[config.mk]
export PLATFORM = sky130hd
export DESIGN_NAME = ds_tx_sched
export DESIGN_NICKNAME = d
export VERILOG_FILES = /design/src/rtl/ds_tx_sched.sv
export SDC_FILE = /design/constraint.sdc
export NUM_CORES = 1
export LEC_CHECK = 0
export ABC_AREA = 1
export BUFFER_PORTS_ARGS = -buffer_cell sky130_fd_sc_hd__buf_4
export CORE_MARGIN = 2
export CORE_UTILIZATION = 53
export CTS_CLUSTER_DIAMETER = 40
export DETAILED_ROUTE_END_ITERATION = 6
export PLACE_DENSITY = 0.84
export SLEW_MARGIN = 10
export SYNTH_ARGS = -nofsm -noshare
export SYNTH_HDL_FRONTEND = slang
export SYNTH_SLANG_ARGS = --single-unit
[constraint.sdc]
create_clock -name clk -period 8.29 [get_ports clk]
set_input_delay 0.829 -clock clk [delete_from_list [all_inputs] [get_ports clk]]
set_output_delay 0.829 -clock clk [all_outputs]
set_load 0.02 [all_outputs]
[src/rtl/ds_tx_sched.sv]
// rtl/ds_tx_sched.sv - IEEE 1355 DS link transmit character scheduler
module ds_tx_sched #(
  parameter int DW             = 8,
  parameter int CREDIT_PER_FCT = 8,
  parameter int CREDIT_MAX     = 56,
  parameter int CW             = 6
) (
  input  logic          clk,
  input  logic          rst_n,
  input  logic          link_en,
  input  logic          req0,
  input  logic [DW-1:0] data0,
  output logic          gnt0,
  input  logic          req1,
  input  logic [DW-1:0] data1,
  output logic          gnt1,
  input  logic          fct_req,
  output logic          fct_ack,
  input  logic          rx_fct,
  input  logic          tx_rdy,
  output logic          tx_vld,
  output logic [1:0]    tx_type,
  output logic [DW-1:0] tx_data,
  output logic [CW-1:0] credit,
  output logic          credit_err
);

  typedef enum logic {IDLE = 1'b0, RUN = 1'b1} stateT;

  localparam logic [1:0] TYPE_NULL = 2'b00;
  localparam logic [1:0] TYPE_FCT  = 2'b01;
  localparam logic [1:0] TYPE_DATA = 2'b10;

  localparam logic [CW:0] CREDIT_INC = (CW+1)'(CREDIT_PER_FCT);
  localparam logic [CW:0] CREDIT_TOP = (CW+1)'(CREDIT_MAX);

  stateT state;
  stateT nextState;

  // Round-robin pointer: 0 gives requester 0 priority, 1 gives requester 1
  logic ptr;

  logic          slotFree;
  logic          doLoad;
  logic          elig0;
  logic          elig1;
  logic          pickFct;
  logic          pickData;
  logic          winner1;
  logic          fctIn;
  logic [1:0]    loadType;
  logic [DW-1:0] loadData;
  logic [CW:0]   creditDec;
  logic [CW:0]   creditSum;
  logic [CW-1:0] creditNext;
  logic          errNext;

  // State register: tracks whether the link is up
  always_ff @(posedge clk or negedge rst_n) begin
    if (!rst_n) begin
      state <= IDLE;
    end else begin
      state <= nextState;
    end
  end

  // Next state: link_en alone decides IDLE versus RUN
  always_comb begin
    nextState = state;
    if (link_en) begin
      nextState = RUN;
    end else begin
      nextState = IDLE;
    end
  end

  // Load selection and credit arithmetic for the coming edge
  always_comb begin
    slotFree = !tx_vld || tx_rdy;
    doLoad   = link_en && slotFree;
    // A grant/ack still high this cycle means the requester has not yet
    // retired that character, so it must not be picked again.
    elig0    = req0 && !gnt0;
    elig1    = req1 && !gnt1;
    pickFct  = doLoad && fct_req && !fct_ack;
    pickData = doLoad && !pickFct && (credit != '0) && (elig0 || elig1);
    winner1  = elig1 && (!elig0 || ptr);

    loadType = TYPE_NULL;
    loadData = '0;
    if (pickFct) begin
      loadType = TYPE_FCT;
    end else if (pickData) begin
      loadType = TYPE_DATA;
      loadData = winner1 ? data1 : data0;
    end

    // Credit is consumed at commit; an FCT that would push past the
    // ceiling is dropped and flagged, the decrement still stands.
    creditDec  = {1'b0, credit} - {{CW{1'b0}}, pickData};
    creditSum  = creditDec + CREDIT_INC;
    fctIn      = (state == RUN) && rx_fct;
    creditNext = creditDec[CW-1:0];
    errNext    = credit_err;
    if (fctIn) begin
      if (creditSum > CREDIT_TOP) begin
        errNext = 1'b1;
      end else begin
        creditNext = creditSum[CW-1:0];
      end
    end
  end

  // Output register, pulses, pointer and credit; link drop clears everything
  always_ff @(posedge clk or negedge rst_n) begin
    if (!rst_n) begin
      tx_vld     <= 1'b0;
      tx_type    <= TYPE_NULL;
      tx_data    <= '0;
      gnt0       <= 1'b0;
      gnt1       <= 1'b0;
      fct_ack    <= 1'b0;
      credit     <= '0;
      credit_err <= 1'b0;
      ptr        <= 1'b0;
    end else if (!link_en) begin
      tx_vld     <= 1'b0;
      tx_type    <= TYPE_NULL;
      tx_data    <= '0;
      gnt0       <= 1'b0;
      gnt1       <= 1'b0;
      fct_ack    <= 1'b0;
      credit     <= '0;
      credit_err <= 1'b0;
      ptr        <= 1'b0;
    end else begin
      gnt0       <= pickData && !winner1;
      gnt1       <= pickData && winner1;
      fct_ack    <= pickFct;
      credit     <= creditNext;
      credit_err <= errNext;
      if (doLoad) begin
        tx_vld  <= 1'b1;
        tx_type <= loadType;
        tx_data <= loadData;
      end
      if (pickData) begin
        ptr <= !winner1;
      end
    end
  end

endmodule

==> flow_summary.json, run 1 <==
{
  "status": "finished, final reports clean",
  "ys_ff_latch": 23,
  "reg2reg_from": "tx_vld",
  "synthesis.nets": 183,
  "cts_hold_buf": 0,
  "crit_path_cell_trace": "buf_4, nor2_1, nor2_4, o21ai_2, nor2_2, nand2_2, inv_4, ha_1, ha_1, nand2_1, nand2_2, nand2_2, inv_1, ha_1, nand2_1, nor2_1, nand2_1, nand3_1, nor2_1, nand3_1, nand4_2, nand2_1, inv_1, nor2_2",
  "numCtsBuffers": 3,
  "worst_pin_slew_ns": 0.7585,
  "leakage_nw": 0.9460,
  "cp-end-kind": "flip-flop",
  "finalHoldViolCount": 0,
  "syn_inst": 156,
  "final_cell_mix": "buf_4 (44), nand2_1 (28), dfrtp_1 (23)",
  "fmax_ghz": 0.2903,
  "initial_utilization": 0.5694,
  "slew-limit-headroom": 0.4925,
  "p_switching_mw": 0.09545,
  "coreArea_mm2": 0.002255,
  "finClkSkew_ns": 0.004999,
  "grt_max_degree": 24,
  "drv_slew": 0,
  "crit_type": "in -> reg",
  "tns_ns": 0,
  "die_h_um": 53.22,
  "ioPinCount": 45,
  "wirelength_mm": 2.816,
  "clock-sinks": 23,
  "crit_path_frequent_cell": "nand2_1",
  "area_growth_pct": 29.63,
  "post-dp-hpwl_mm": 2.292,
  "rr_worst_depth": 24,
  "finalCriticalPeriod_ns": 3.445,
  "port_buffers": 44,
  "placed_cell_area_mm2": 0.001638,
  "start_kind": "input pin",
  "switching_share": 0.3515,
  "nets": 229,
  "p_seq_frac": 0.475,
  "gp_congestion": 0.7175,
  "cts_resized": 0,
  "crit_buf_inv": 4,
  "largest_register": "tx_data",
  "yosysWarningCount": 0,
  "clock_latency_ns": 0.31,
  "grt_pass1_vias": 1117,
  "largest_register_ffs": 8,
  "power_frac_clock": 0.188,
  "dieArea_mm2": 0.002832,
  "die_x_um": 53.22,
  "clock_path_buffers": 2,
  "htreeDepth": 1,
  "combPwrFrac": 0.337,
  "rrSetupSlack_ns": 5.06,
  "worstHoldPathType": "in -> async",
  "crit_family": "simple AND/OR/NAND/NOR gates",
  "maxCapViolCount": 0,
  "rsz0062_at_grt": "no",
  "grtUsageTotal": 0.2260,
  "crit_path_top_delay_cell": "nor2_1",
  "arrival_ns": 3.66,
  "clockRootBuffer": "clkbuf_4",
  "antenna_left": 0,
  "power_density_mw_per_mm2": 163.2,
  "vias_per_cell": 5.096,
  "fillers": 175,
  "final_common_cell": "buf_4",
  "reg_top3": "tx_data (8), credit (6), tx_type (2)",
  "syn_area_per_cell_um2": 8.229,
  "drt_iter0_drc": 16,
  "drive_gt1_frac": 0.3881,
  "ir_worst_vdd_mv": 0.1189,
  "period_share": 0.4156,
  "drt-pass1-iter-count": 4,
  "cts_tree": "done",
  "wl_per_cell_um": 12.30,
  "r2r_end": "credit[3]",
  "ys_types": 24,
  "crit_fanout": 11,
  "clk_pin_slew_worst_paths_ns": 0.12,
  "grt_pass1_wl_mm": 4.574,
  "finalSetupViolCount": 0,
  "cp_data_required_time_ns": 8.50,
  "final_area_mm2": 0.001664,
  "num_vias": 1167,
  "grt_overflow": 0,
  "max_stage_delay_ns": 0.59,
  "drc": 0,
  "internal_power_mw": 0.1761,
  "antenna_found_initial": 0,
  "postCtsSetupRepairBufs": 0,
  "rows": 17,
  "syn-cell-area_mm2": 0.001284,
  "ys_seq_area_frac": 0.4483,
  "n_antenna_cell": 0
}
through the flow:
step / cells / hold WS (ns) / setup slack, ns / total power, mW / utilization
3_3_place_gp: 225 / 0.4837 / 4.606 / 0.2195 / 0.7264
3_5_place_dp: 225 / 0.5114 / 4.490 / 0.2234 / 0.7264
2_1_floorplan: 156 / 0.5029 / 5.237 / 0.1874 / -
5_1_grt: 229 / 0.3905 / 4.567 / 0.2888 / 0.7381
6_report: 229 / 0.3889 / 4.845 / 0.2716 / 0.7381
4_1_cts: 229 / 0.3962 / 4.819 / 0.2736 / 0.7381
cell families after synthesis:
group / after synthesis / synth area share
simple gates: 91 / 0.3791
buf+inv: 28 / 0.08772
flops: 23 / 0.4483
fa+ha+maj: 3 / 0.02924
compound gates: 11 / 0.05556
worst reg2reg max path, delay by kind of cell (launching register included):
kind	cells	cell delay, ns
flip-flops	1	0.38
AND/OR/NAND/NOR	16	1.66
adder cells (fa/ha/maj)	3	0.78
AO/OA/AOI/OAI	1	0.08
buffers and inverters	4	0.21
cell usage after synthesis:
master    count  area, um2
nand2_1      28      105.1
dfrtp_1      23      575.6
inv_1        22      82.58
nand3_1      18      90.09
nor2_1       14      52.55
nand2_2      10      62.56
nand3_2       7      70.07
nor2_2        5      31.28
a21oi_1       4      20.02
clkbuf_1      3      11.26
ha_1          3      37.54
nand4_1       3      18.77
o31ai_1       3      22.52
nor2_4        2      22.52
nor3_1        2      10.01
a31o_2        1      8.760
inv_2         1      3.750
inv_4         1      6.260
inv_6         1      8.760
nand2_4       1      11.26
nand4_2       1      12.51
o21ai_0       1      5.000
o21ai_2       1      8.760
o22ai_1       1      6.260
layout make-up:
class	count	area (um2)	share of cell area
Tap cell	28	35.03	0.02105
Timing Repair Buffer	44	330.3	0.1985
Inverter	25	101.3	0.06090
Multi-Input combinational cell	105	595.6	0.3579
Clock buffer	4	26.28	0.01579
Sequential cell	23	575.6	0.3459
how the worst max path moves through the flow:
| stage | cells past startpoint | from | endpoint |
|---|---|---|---|
| 3_3_place_gp | 24 | tx_rdy | credit[3] |
| 5_1_grt | 24 | tx_rdy | credit[3] |
| 2_1_floorplan | 23 | tx_rdy | credit[3] |
| 6_report | 24 | tx_rdy | credit[3] |
| 4_1_cts | 24 | tx_rdy | credit[3] |
| 3_5_place_dp | 24 | tx_rdy | credit[3] |
layer usage:
metal / routed length [um] / global-route usage / up-vias
li1: - / - / 588
met1: 1113 / 0.2372 / 536
met2: 1533 / 0.4383 / 38
met3: 133 / 0.04237 / 5
met4: 36 / 0.07692 / 0
met5: 0 / 0 / -
power by group through the flow:
stage / logic (mW) / clock network (mW) / registers [mW]
after global routing: 0.102 / 0.0569 / 0.130
after global placement: 0.0889 / 0 / 0.131
after floorplan: 0.0474 / 0 / 0.140
after detailed placement: 0.0922 / 0 / 0.131
final: 0.0915 / 0.0510 / 0.129
after CTS: 0.0924 / 0.0522 / 0.129
Power figures use the tool's default switching activity.
==> run 2: changes to the inputs <==
Settings changed: CORE_UTILIZATION 53 to 44, PLACE_DENSITY 0.84 to 0.75.
Clock period 8.29 ns to 2.8 ns, I/O delays scaled along.
==> run 2 against run 1 <==
  * Clock skew is 0.0024 ns lower
  * Via count is 9.3% higher
  * Global-route usage is 3.4 points lower
  * Largest power group unchanged
  * Critical path depth is 2 lower
  * Final cell count is 7.0% higher
  * Non-clock buffer count is 13 higher
  * Clock power grew to 2.9 times the previous value
  * Power grew to 3.2 times the previous value
  * Register-to-register slack worse by 5.0 ns
  * Critical path type is now reg -> reg
  * First-iteration DRC count grew to 5.1 times the previous value
  * Combinational power grew to 3.8 times the previous value
  * Worst setup slack worse by 4.8 ns
==> flow_summary.json, run 2 (synthesis gave the netlist of run 1 again) <==
{
  "status": "finished, final reports clean",
  "final_area_mm2": 0.001842,
  "rsz0062_at_grt": "yes",
  "start_kind": "flip-flop",
  "ir_worst_vdd_mv": 0.3315,
  "clk_pin_slew_worst_paths_ns": 0.12,
  "cp_data_required_time_ns": 3.01,
  "die_h_um": 58.02,
  "largest_register": "tx_data",
  "power_density_mw_per_mm2": 476.0,
  "worst_slack_ns": 0.02401,
  "rows": 19,
  "grt_pass1_wl_mm": 4.954,
  "nets": 242,
  "dp_slack_ns": -0.07772,
  "numCtsBuffers": 3,
  "maxCapViolCount": 0,
  "finClkSkew_ns": 0.002550,
  "drt-pass1-iter-count": 4,
  "drc": 0,
  "vias_per_cell": 5.204,
  "wirelength_mm": 3.257,
  "grt_max_degree": 24,
  "n_antenna_cell": 0,
  "die_x_um": 58.02,
  "antenna_left": 0,
  "largest_register_ffs": 8,
  "fmax_ghz": 0.3602,
  "grt_overflow": 0,
  "grt_pass1_vias": 1156,
  "drt_iter0_drc": 82,
  "placed_cell_area_mm2": 0.001689,
  "finalSetupViolCount": 0,
  "num_vias": 1275,
  "port_buffers": 44,
  "clock_path_buffers": 2,
  "grtUsageTotal": 0.1918,
  "fillers": 234,
  "cts_tree": "done",
  "clock_latency_ns": 0.30,
  "htreeDepth": 1,
  "final_common_cell": "buf_4",
  "dieArea_mm2": 0.003366,
  "final_cell_mix": "buf_4 (56), nand2_1 (25), dfrtp_1 (23)",
  "wl_per_cell_um": 13.29,
  "clockRootBuffer": "clkbuf_4",
  "arrival_ns": 2.98,
  "crit_type": "reg -> reg",
  "reg_top3": "tx_data (8), credit (6), tx_type (2)",
  "finalCriticalPeriod_ns": 2.776,
  "area_growth_pct": 43.47,
  "gp_congestion": 0.9509,
  "cp-end-kind": "flip-flop",
  "slew-limit-headroom": 0.8018,
  "drv_slew": 0,
  "initial_utilization": 0.4655,
  "period_share": 0.9914,
  "worst_pin_slew_ns": 0.2973,
  "post-dp-hpwl_mm": 2.374,
  "coreArea_mm2": 0.002758,
  "leakage_nw": 1.011,
  "clock-sinks": 23,
  "drive_gt1_frac": 0.4813,
  "tns_ns": 0,
  "crit_fanout": 5,
  "antenna_found_initial": 0,
  "worstHoldPathType": "in -> reg",
  "ioPinCount": 45,
  "finalHoldViolCount": 0,
  "power_mw": 0.8767
}
==> run 2: area by class of cell <==
type,instances,area (um2),area share
inverter,25,101.3,0.05503
multi-input combinational,105,669.4,0.3635
sequential,23,575.6,0.3125
clock buffer,4,26.28,0.01427
tap,31,38.79,0.02106
timing repair buffer,57,430.4,0.2337
==> run 2: repair_timing <==
item	CTS	global route
resized for setup	1	14
endpoints found under the hold margin	23	0
hold buffers	1	0
endpoints found under the setup margin	4	4
pin swaps	0	14
buffers inserted	1	5
==> run 2: final timing paths <==
check / startpoint / end / slack, ns / cells past startpoint
worst max-delay path: credit[3] / credit[3] / 0.02 / 22
worst min-delay path: data0[1] / tx_data[1] / 0.17 / 3
worst max register to register: credit[3] / credit[3] / 0.02 / 22
worst min register to register: fct_ack / fct_ack / 0.50 / 1
max in group asynchronous: rst_n / credit[5] / 2.17 / 2
min in group asynchronous: rst_n / tx_data[0] / 0.40 / 2
==> run 2: where the power goes <==
| group | internal, mW | switching (mW) |
|---|---|---|
| clock | 0.0554 | 0.0917 |
| sequential | 0.359 | 0.0192 |
| combinational | 0.154 | 0.197 |
==> run 2: worst max-delay path, stage by stage, from the launching register on <==
cell and delay (ns):
dfrtp_1 0.43, nor2_2 0.16, nand3_1 0.11, nor3_2 0.20, nor2_2 0.06, nand2_2 0.08
inv_4 0.05, ha_4 0.16, ha_4 0.17, nand3_1 0.15, nand2_2 0.10, inv_2 0.09
ha_4 0.21, nand2_2 0.05, nor2_1 0.04, nand2_1 0.06, nand3_2 0.06, nor2_2 0.12
nand3_2 0.12, nand4_4 0.09, nand2_1 0.06, inv_1 0.06, nor2_2 0.03
==> run 2: per-stage QoR <==
step / util / hold WS [ns] / instances
4_1_cts: 0.6302 / 0.1640 / 240
3_3_place_gp: 0.6125 / 0.1861 / 234
5_1_grt: 0.6679 / 0.1537 / 245
3_5_place_dp: 0.6125 / 0.1912 / 234
2_1_floorplan: - / -0.01559 / 156
6_report: 0.6679 / 0.1737 / 245
==> run 2: per-layer routing <==
layer	up-vias	routed length, um	track usage
met5	-	0	0
met1	612	1295	0.2438
li1	615	-	-
met2	42	1708	0.3149
met4	0	57	0.07973
met3	6	196	0.04464
